==> config.mk <==
export PLATFORM = sky130hd
export DESIGN_NAME = en_counter
export DESIGN_NICKNAME = d
export VERILOG_FILES = /design/src/rtl/counter_pkg.sv /design/src/rtl/en_counter.sv
export SDC_FILE = /design/constraint.sdc
export NUM_CORES = 1
export LEC_CHECK = 0
export CORE_UTILIZATION = 30
export DETAILED_ROUTE_END_ITERATION = 10
export GPL_TIMING_DRIVEN = 0
export PLACE_DENSITY = 0.57
export SYNTH_ARGS = -nofsm -noshare
export SYNTH_HDL_FRONTEND = slang
export SYNTH_SLANG_ARGS = --single-unit
==> constraint.sdc <==
create_clock -name clk -period 2.8 [get_ports clk]
set_clock_uncertainty 0.2 [all_clocks]
set_input_delay 0.56 -clock clk [delete_from_list [all_inputs] [get_ports clk]]
set_output_delay 0.56 -clock clk [all_outputs]
set_load 0.005 [all_outputs]
==> src/rtl/counter_pkg.sv <==
// Shared definitions for the enable counter: default width and the all-ones
// decode used by both the design and its scoreboard.
package counter_pkg;

    localparam int DEFAULT_COUNT_WIDTH = 8;

    // True when the low `width` bits of value are all ones (width in 1..64).
    function automatic logic is_all_ones(input logic [63:0] value,
                                         input int unsigned width);
        logic [63:0] mask;
        mask = (width >= 64) ? '1 : ((64'd1 << width) - 64'd1);
        return (value & mask) == mask;
    endfunction

endpackage

==> src/rtl/en_counter.sv <==
// Free-running up-counter with synchronous enable, terminal-value decode and
// a registered one-cycle rollover pulse.
module en_counter
    import counter_pkg::*;
#(
    parameter int WIDTH = DEFAULT_COUNT_WIDTH
) (
    input  logic             clk,
    input  logic             rst_n,
    input  logic             en,
    output logic [WIDTH-1:0] count,
    output logic             at_max,
    output logic             wrap
);

    assign at_max = is_all_ones(64'(count), WIDTH);

    // NOTE: reset is sampled inside the clocked process, so it is synchronous
    // and overrides en; all state is assigned with <= so every register sees
    // the pre-edge values of count and at_max.
    always_ff @(posedge clk) begin
        if (!rst_n) begin
            count <= '0;
            wrap  <= 1'b0;
        end else begin
            wrap <= en && at_max;
            if (en) begin
                count <= count + WIDTH'(1);
            end
        end
    end

endmodule

### Word level (Yosys, flattened, before mapping)

Index checks and enable logic that the tools add are counted.
W data, S select, Z words.

| storage, ports and cells | value |
|---|---|
| register bits | 9 |
| input bits | 3 |
| logic and storage cells | 5 |
| output and inout port bits | 10 |

| operators by class | value |
|---|---|
| reductions and logical operators | 1 |
| equal/unequal tests | 1 |
| $add $sub $neg | 1 |

Operators by type and width:

| operator | number |
|---|---|
| $add A8 B1 Y8 const B | 1 |
| $eq A8 B8 Y1 const B | 1 |
| $logic_and A1 B1 Y1 | 1 |

### Depth between registers and ports, before layout

Gate-level depths: netlist of run 1.

| logic depth | value |
|---|---|
| depth after elaboration | 2 |
| gate-level depth with buffers | 4 |
| gate-level depth less buffers | 4 |

### Worst setup path after synthesis of run 1

OpenSTA, ideal clock, no wires.

| timing path | value |
|---|---|
| path type | register to output |
| start point | register count[0] |
| end point | output port at_max |
| cell stages (with the launch flop) | 5 |
| arrival time | 0.917 ns |
| path buffers | 0 |
| required time | 2.040 ns |
| slack | 1.123 ns |
| cells stage by stage | dfxtp_1 -> ha_1 -> nand3_1 -> nor2_1 -> and2_2 |

| on the way | value |
|---|---|
| word-level cells in the longest chain between the ends | 1 |

RTL lines:

| what | RTL line | source |
|---|---|---|
| start: declaration | en_counter.sv:11 | `output logic [WIDTH-1:0] count,` |
| start signal: assignment | en_counter.sv:28 | `count <= count + WIDTH'(1);` |
| $eq A8 B8 Y1 | counter_pkg.sv:12 | `return (value & mask) == mask;` |
| end: declaration | en_counter.sv:12 | `output logic at_max,` |

No other way between the ends.

### Worst setup path after layout of run 1

Same ends and word-level chain as after synthesis.

==> summary.md, run 1 <==
| Metric | Value |
|---|---|
| Post-CTS resize count | 0 |
| Worst-Skew Late Latency | 250 ps |
| GP Congestion | 0.696 |
| Final Cycle Share | 0.892 |
| Root Buffer | clkbuf_4 |
| Pwr dens | 454 nW/um^2 |
| Share of layout cells above drive strength 1 | 0.123 |
| Initial antenna violation count | 0 |
| RR Startpoint | count[0]$_SDFFE_PN0P_ |
| Clock buffer depth | 2 |
| Gr ovfl total | 0 |
| Largest net degree at the start of global routing | 11 |
| Crit Path Max Fanout | 4 |
| Total GRT Usage | 0.135 |
| Vias per std cell | 4.82 |
| Worst setup EP type | primary output |
| Final instance area | 557 sq um |
| CTS sink count | 9 |
| Post-synthesis mux area share | 0.0497 |
| Synth Area in XOR/XNOR | 0.0870 |
| Hold Violations, Final | 0 |
| Slew margin rel. | 0.832 |
| #FFs+latches synth | 9 |
| Area occupied by multi-input gates | 214 sq um |
| Via count | 342 |
| Die boundary width | 38.6 microns |
| First-pass GRT wire length | 1.33 mm |
| Synth Area in Compound Gates | 0.0621 |
| Final setup fails | 0 |
| Worst r2r dst | count[6]$_SDFFE_PN0P_ |
| Seq/Total Area, Yosys | 0.447 |
| CTS tree | done |
| Ys Warns | 0 |
| Number of fill cells | 109 |
| Gate Count Post-Synth | 42 |
| ANT nets after route | 0 |
| Mapped cell area | 403 sq um |
| Vias in the first global route | 321 |
| Die ar. | 1490 sq um |
| Crit path from | count[0]$_SDFFE_PN0P_ |
| Syn_nets | 46 |
| Max VDD drop | 0.196 mV |
| Chip height | 38.6 microns |
| Power Total | 0.000253 W |
| Dpl cell area | 531 sq um |
| Largest cells by area after synthesis | dfxtp_1 45%, xnor2_1 6.5%, and2_1 6.2% |
| RSZ-0062 raised after global routing | no |
| CORE AREA | 1170 sq um |
| Main combinational cell family by area after synthesis | simple AND/OR/NAND/NOR gates |
| FMAX | 0.400 GHz |
| Clk pin slew, worst setup/hold paths | 60 ps |
| Finished Layout Cells | 71 |
| Row Count | 12 |
| Synth unique cells | 21 |
| Setup_tns | 0 ps |
| Worst-case reg-to-reg path depth | 4 |
| Post-CTS Setup Inserts | 0 |
| Required time worst endpoint | 2040 ps |
| Layout area overhead | 38.2% |
| H-Tree Depth | 1 |
| Post-synth top area share | 0.447 |
| Hold WC Path Type | reg -> reg |
| WL/cell | 11.2 microns |
| Sequential cell area | 180 sq um |
| Final min period | 2500 ps |
| Worst slew pin tran | 252 ps |
| Setup CP Type | reg -> out |
| Antenna diodes | 0 |
| Io pins | 13 |
| Post-synth top area cell | dfxtp_1 |
| Max Cap Viol | 0 |
| DR DRC count | 0 |
| Nets | 62 |
| Initial DRT Pass Iterations | 4 |
| PnR worst setup slack | 303 ps |
| Dpl ws | 576 ps |
| Post-Synth Adder-Cell Area | 0.0311 |
| Mean Syn Cell Area | 9.59 sq um |
| Crit path DAT | 1740 ps |
| Post-Route WL | 793 microns |
| Max Transition Viols Final | 0 |
| Hold buffer count at CTS | 0 |
| Total CTS buffers | 3 |
| Status | finished clean |
| Worst Setup Start Kind | flip-flop |
| Initial Util | 0.344 |
| DR iter-0 viols | 5 |
| Buffers added on ports | 11 |
| Simple-Gate Fraction of Synth Area | 0.301 |
| Placed cell count | 67 |
| Critical Path End | at_max |
| Lkg Pwr | 0.207 nW |
| Flop2flop setup slack | 1310 ps |
-- final cells by class --
cell class                 count  share of cell area
buffer                         1             0.00899
clock buffer                   4              0.0472
inverter                       1             0.00674
multi-input combinational     31               0.384
sequential                     9               0.324
tap                           14              0.0315
timing repair buffer          11               0.198
-- where the power goes --
part | switching, W | internal (W)
Sequential | 0.00000414 | 0.000131
Clock | 0.0000421 | 0.0000547
Combinational | 0.00000874 | 0.0000119
Total | 0.0000550 | 0.000198
-- cell families after synthesis --
kind of cell | after synthesis
AND/OR/NAND/NOR | 20
buffers and inverters | 2
flip-flops | 9
multiplexers | 2
adder cells (fa/ha/maj) | 1
XOR/XNOR | 4
AO/OA/AOI/OAI | 4
-- sequential cells by signal (all words and copies together), names as in the netlist --
register	cells
count	8
wrap	1
-- how the worst min path moves through the flow --
stage | from | to | slack (ps) | cells past startpoint
3_3_place_gp | count[7]$_SDFFE_PN0P_ | count[7]$_SDFFE_PN0P_ | 270 | 2
4_1_cts | count[7]$_SDFFE_PN0P_ | count[7]$_SDFFE_PN0P_ | 300 | 2
3_5_place_dp | count[7]$_SDFFE_PN0P_ | count[7]$_SDFFE_PN0P_ | 290 | 2
5_1_grt | count[7]$_SDFFE_PN0P_ | count[7]$_SDFFE_PN0P_ | 330 | 2
6_report | count[7]$_SDFFE_PN0P_ | count[7]$_SDFFE_PN0P_ | 290 | 2
2_1_floorplan | count[7]$_SDFFE_PN0P_ | count[7]$_SDFFE_PN0P_ | 270 | 2
-- metrics by stage --
| step | hold WS (ps) | util |
|---|---|---|
| floorplan | 271 | - |
| detailed placement | 289 | 0.453 |
| global placement | 270 | 0.453 |
| finish | 293 | 0.475 |
| global route | 332 | 0.475 |
| CTS | 297 | 0.475 |
-- synth_stat cells --
library cell	n
dfxtp_1	9
and2_1	4
nand2_1	3
nand3_1	3
xnor2_1	3
a21boi_1	2
mux2i_1	2
o21ai_0	2
or3_1	2
and2_2	1
and4_2	1
buf_2	1
ha_1	1
inv_1	1
nand2b_1	1
nand4_1	1
nand4_2	1
nor2_1	1
nor2b_1	1
nor3_1	1
xor2_1	1
-- critical path, stage by stage (launching register included) --
cell             delay [ps]
dfxtp_1                 410
ha_1                    250
nand3_1                  90
nor2_1                  100
and2_2                  140
clkdlybuf4s50_1         490
-- cells in the final DEF (no fill, tap or decap), types with 2 or more instances in the layout --
cell type	count
clkdlybuf4s50_1	11
dfxtp_1	9
and2_1	4
nand3_1	3
xnor2_1	3
nand2_1	3
clkbuf_4	3
mux2i_1	2
o21ai_0	2
or3_1	2
a21boi_1	2
-- routing by layer --
layer  vias up  share of wire  global-route usage
li1        175              -                   -
met1       151           0.42               0.156
met2        12           0.49               0.217
met3         4          0.061              0.0405
met4         0          0.025              0.0776
met5         -              0                   0
No activity file was read; power rests on OpenSTA's default activity.
==> run 2, diff against run 1 <==
- PLACE_DENSITY: 0.57 -> 0.63
- SLEW_MARGIN: default -> 20
==> run 2 against run 1 <==
  * Hold slack got worse by 12 ps
  * Critical path depth unchanged
  * Register-to-register slack improved by 30 ps
  * Clock-buffer cell count unchanged
  * Combinational power decreased by 7%
  * Sequential power about the same
  * Highest routed layer unchanged
==> summary.md, run 2 (synthesized netlist as in run 1, its figures left out) <==
| Metric | Value |
|---|---|
| Status | finished clean |
| CTS tree | done |
| Die ar. | 1490 sq um (unchanged) |
| Initial Util | 0.344 (unchanged) |
| Vias per std cell | 4.51 (-6.4%) |
| First-pass GRT wire length | 1.09 mm (-18%) |
| Post-DP HPWL | 503 microns |
| Hold Startpoint | count[7]$_SDFFE_PN0P_ |
| Required time worst endpoint | 2040 ps (about the same) |
| Top flop regs | count (8), wrap (1) |
| FMAX | 0.395 GHz (-1.2%) |
| Via count | 320 (-6.4%) |
| Slew margin rel. | 0.827 (-0.00454) |
| Post-CTS Setup Inserts | 0 (unchanged) |
| Worst Setup Start Kind | flip-flop |
| Vias in the first global route | 275 (-14%) |
| GP Congestion | 0.623 (-10%) |
| Worst-case reg-to-reg path depth | 4 (unchanged) |
| RR Startpoint | count[0]$_SDFFE_PN0P_ |
| Setup CP Type | reg -> out |
| Crit path DAT | 1770 ps (+30 ps) |
| Row Count | 12 (unchanged) |
| Clock buffer depth | 2 (unchanged) |
| Io pins | 13 (unchanged) |
| Crit path cell chain | ha_1, nand3_1, nor2_1, and2_2, clkdlybuf4s50_1 |
| Commonest non-fill, non-tap cell in the layout | clkdlybuf4s50_1 |
| Final setup fails | 0 (unchanged) |
| Worst setup EP type | primary output |
| Root Buffer | clkbuf_4 |
| CP max stage cell | clkdlybuf4s50_1 |
| Leading cell types in the layout, fill and taps excluded | 11 x clkdlybuf4s50_1, 9 x dfxtp_1, 4 x and2_1 |
| Final Cycle Share | 0.903 (+0.0113) |
| H-Tree Depth | 1 (unchanged) |
| Clk pin slew, worst setup/hold paths | 60 ps (about the same) |
| Hold-critical path endpoint | count[7]$_SDFFE_PN0P_ |
| Gr ovfl total | 0 (unchanged) |
| Share of layout cells above drive strength 1 | 0.123 (unchanged) |
| Antenna diodes | 0 (unchanged) |
| RSZ-0062 raised after global routing | no |
| Post-Route WL | 687 microns (-13%) |
| Max Transition Viols Final | 0 (unchanged) |
| Initial antenna violation count | 0 (unchanged) |
| Number of fill cells | 125 (+15%) |
| Most flop-heavy register | count |
| Chip height | 38.6 microns (unchanged) |
| Hold WC Path Type | reg -> reg |
| Total CTS buffers | 3 (unchanged) |
| Hold depth | 2 (unchanged) |
| Crit Path Max Fanout | 4 (unchanged) |
| Flop2flop setup slack | 1340 ps (+30 ps) |
| Setup_tns | 0 ps (unchanged) |
| Initial DRT Pass Iterations | 2 (-2) |
| Lkg Pwr | 0.207 nW (unchanged) |
| Die boundary width | 38.6 microns (unchanged) |
| Max VDD drop | 0.281 mV (+43%) |
| Worst slew pin tran | 258 ps (+6.79 ps) |
| ANT nets after route | 0 (unchanged) |
| Largest register FFs | 8 (unchanged) |
| WL/cell | 9.68 microns (-13%) |
| Nets | 62 (unchanged) |
| Hold buffer count at CTS | 0 (unchanged) |
| PnR worst setup slack | 272 ps (-31.5 ps) |
| DR iter-0 viols | 2 (-3) |
| Buffers added on ports | 11 (unchanged) |
| Pwr dens | 454 nW/um^2 (-0.11%) |
| CORE AREA | 1170 sq um (unchanged) |
| Hold slack | 280 ps (-12.2 ps) |
| Final min period | 2530 ps (+31.5 ps) |
| CTS sink count | 9 (unchanged) |
| Core Util, Final | 0.475 (unchanged) |
| Worst-Skew Late Latency | 260 ps (about the same) |
| Layout area overhead | 38.2% (unchanged) |
| Largest net degree at the start of global routing | 11 (unchanged) |
| Dpl ws | 556 ps (-19.6 ps) |
| Hold Violations, Final | 0 (unchanged) |
| DR DRC count | 0 (unchanged) |
| Total GRT Usage | 0.110 (-0.0247) |
| Max Cap Viol | 0 (unchanged) |
| Post-CTS resize count | 0 (unchanged) |
| Max stage delay on crit path | 490 ps (about the same) |
| Worst r2r dst | count[6]$_SDFFE_PN0P_ |
## run 2: cell counts in the layout (fill, tap and decap cells not counted)
Identical to the previous run, type by type.
## run 2: worst max path at each step
stage	start	endpoint	slack, ps	cells past startpoint
floorplan	count[0]$_SDFFE_PN0P_	at_max	1120	4
finish	count[0]$_SDFFE_PN0P_	at_max	270	5
detailed placement	count[0]$_SDFFE_PN0P_	at_max	560	5
global placement	count[0]$_SDFFE_PN0P_	at_max	580	5
global route	count[0]$_SDFFE_PN0P_	at_max	150	5
CTS	count[0]$_SDFFE_PN0P_	at_max	270	5
## run 2: routing by layer
metal,track usage,vias up,part of all wire,wire [microns]
met2,0.154,9,0.42,288
met3,0.0347,2,0.058,40
met5,0,-,0,0
li1,-,173,-,-
met4,0.0776,0,0.012,8
met1,0.140,136,0.51,350
## run 2: metrics by stage
stage	cells	instance area (sq um)	total power, W
finish	71	557	0.000253
global route	71	557	0.000270
floorplan	42	403	0.000147
detailed placement	67	531	0.000158
CTS	71	557	0.000256
global placement	67	531	0.000158
## run 2: report_power, final
part           total [W]  leakage [nW]  switching [W]  internal, W
Clock          0.0000981        0.0150      0.0000434    0.0000548
Sequential      0.000135        0.0729     0.00000404     0.000131
Combinational  0.0000192         0.119     0.00000741    0.0000118
Total           0.000253         0.207      0.0000548     0.000198
## run 2: cell type report
type,instances,area (sq um),share of cell area
Buffer,1,5.00,0.00899
Clock buffer,4,26.3,0.0472
Inverter,1,3.75,0.00674
Multi-Input combinational cell,31,214,0.384
Sequential cell,9,180,0.324
Tap cell,14,17.5,0.0315
Timing Repair Buffer,11,110,0.198
## run 2: critical path: cells and delay by family, from the launching register on
family / cells / cell delay (ps)
buffers and inverters: 1 / 490
DFF: 1 / 410
and+or+nand+nor: 3 / 360
adders and majority gates: 1 / 250
==> run 3, diff against run 2 <==
- CAP_MARGIN: default -> 10
==> results of run 3 <==
The final DEF is identical to that of run 2; final timing and power are the same.
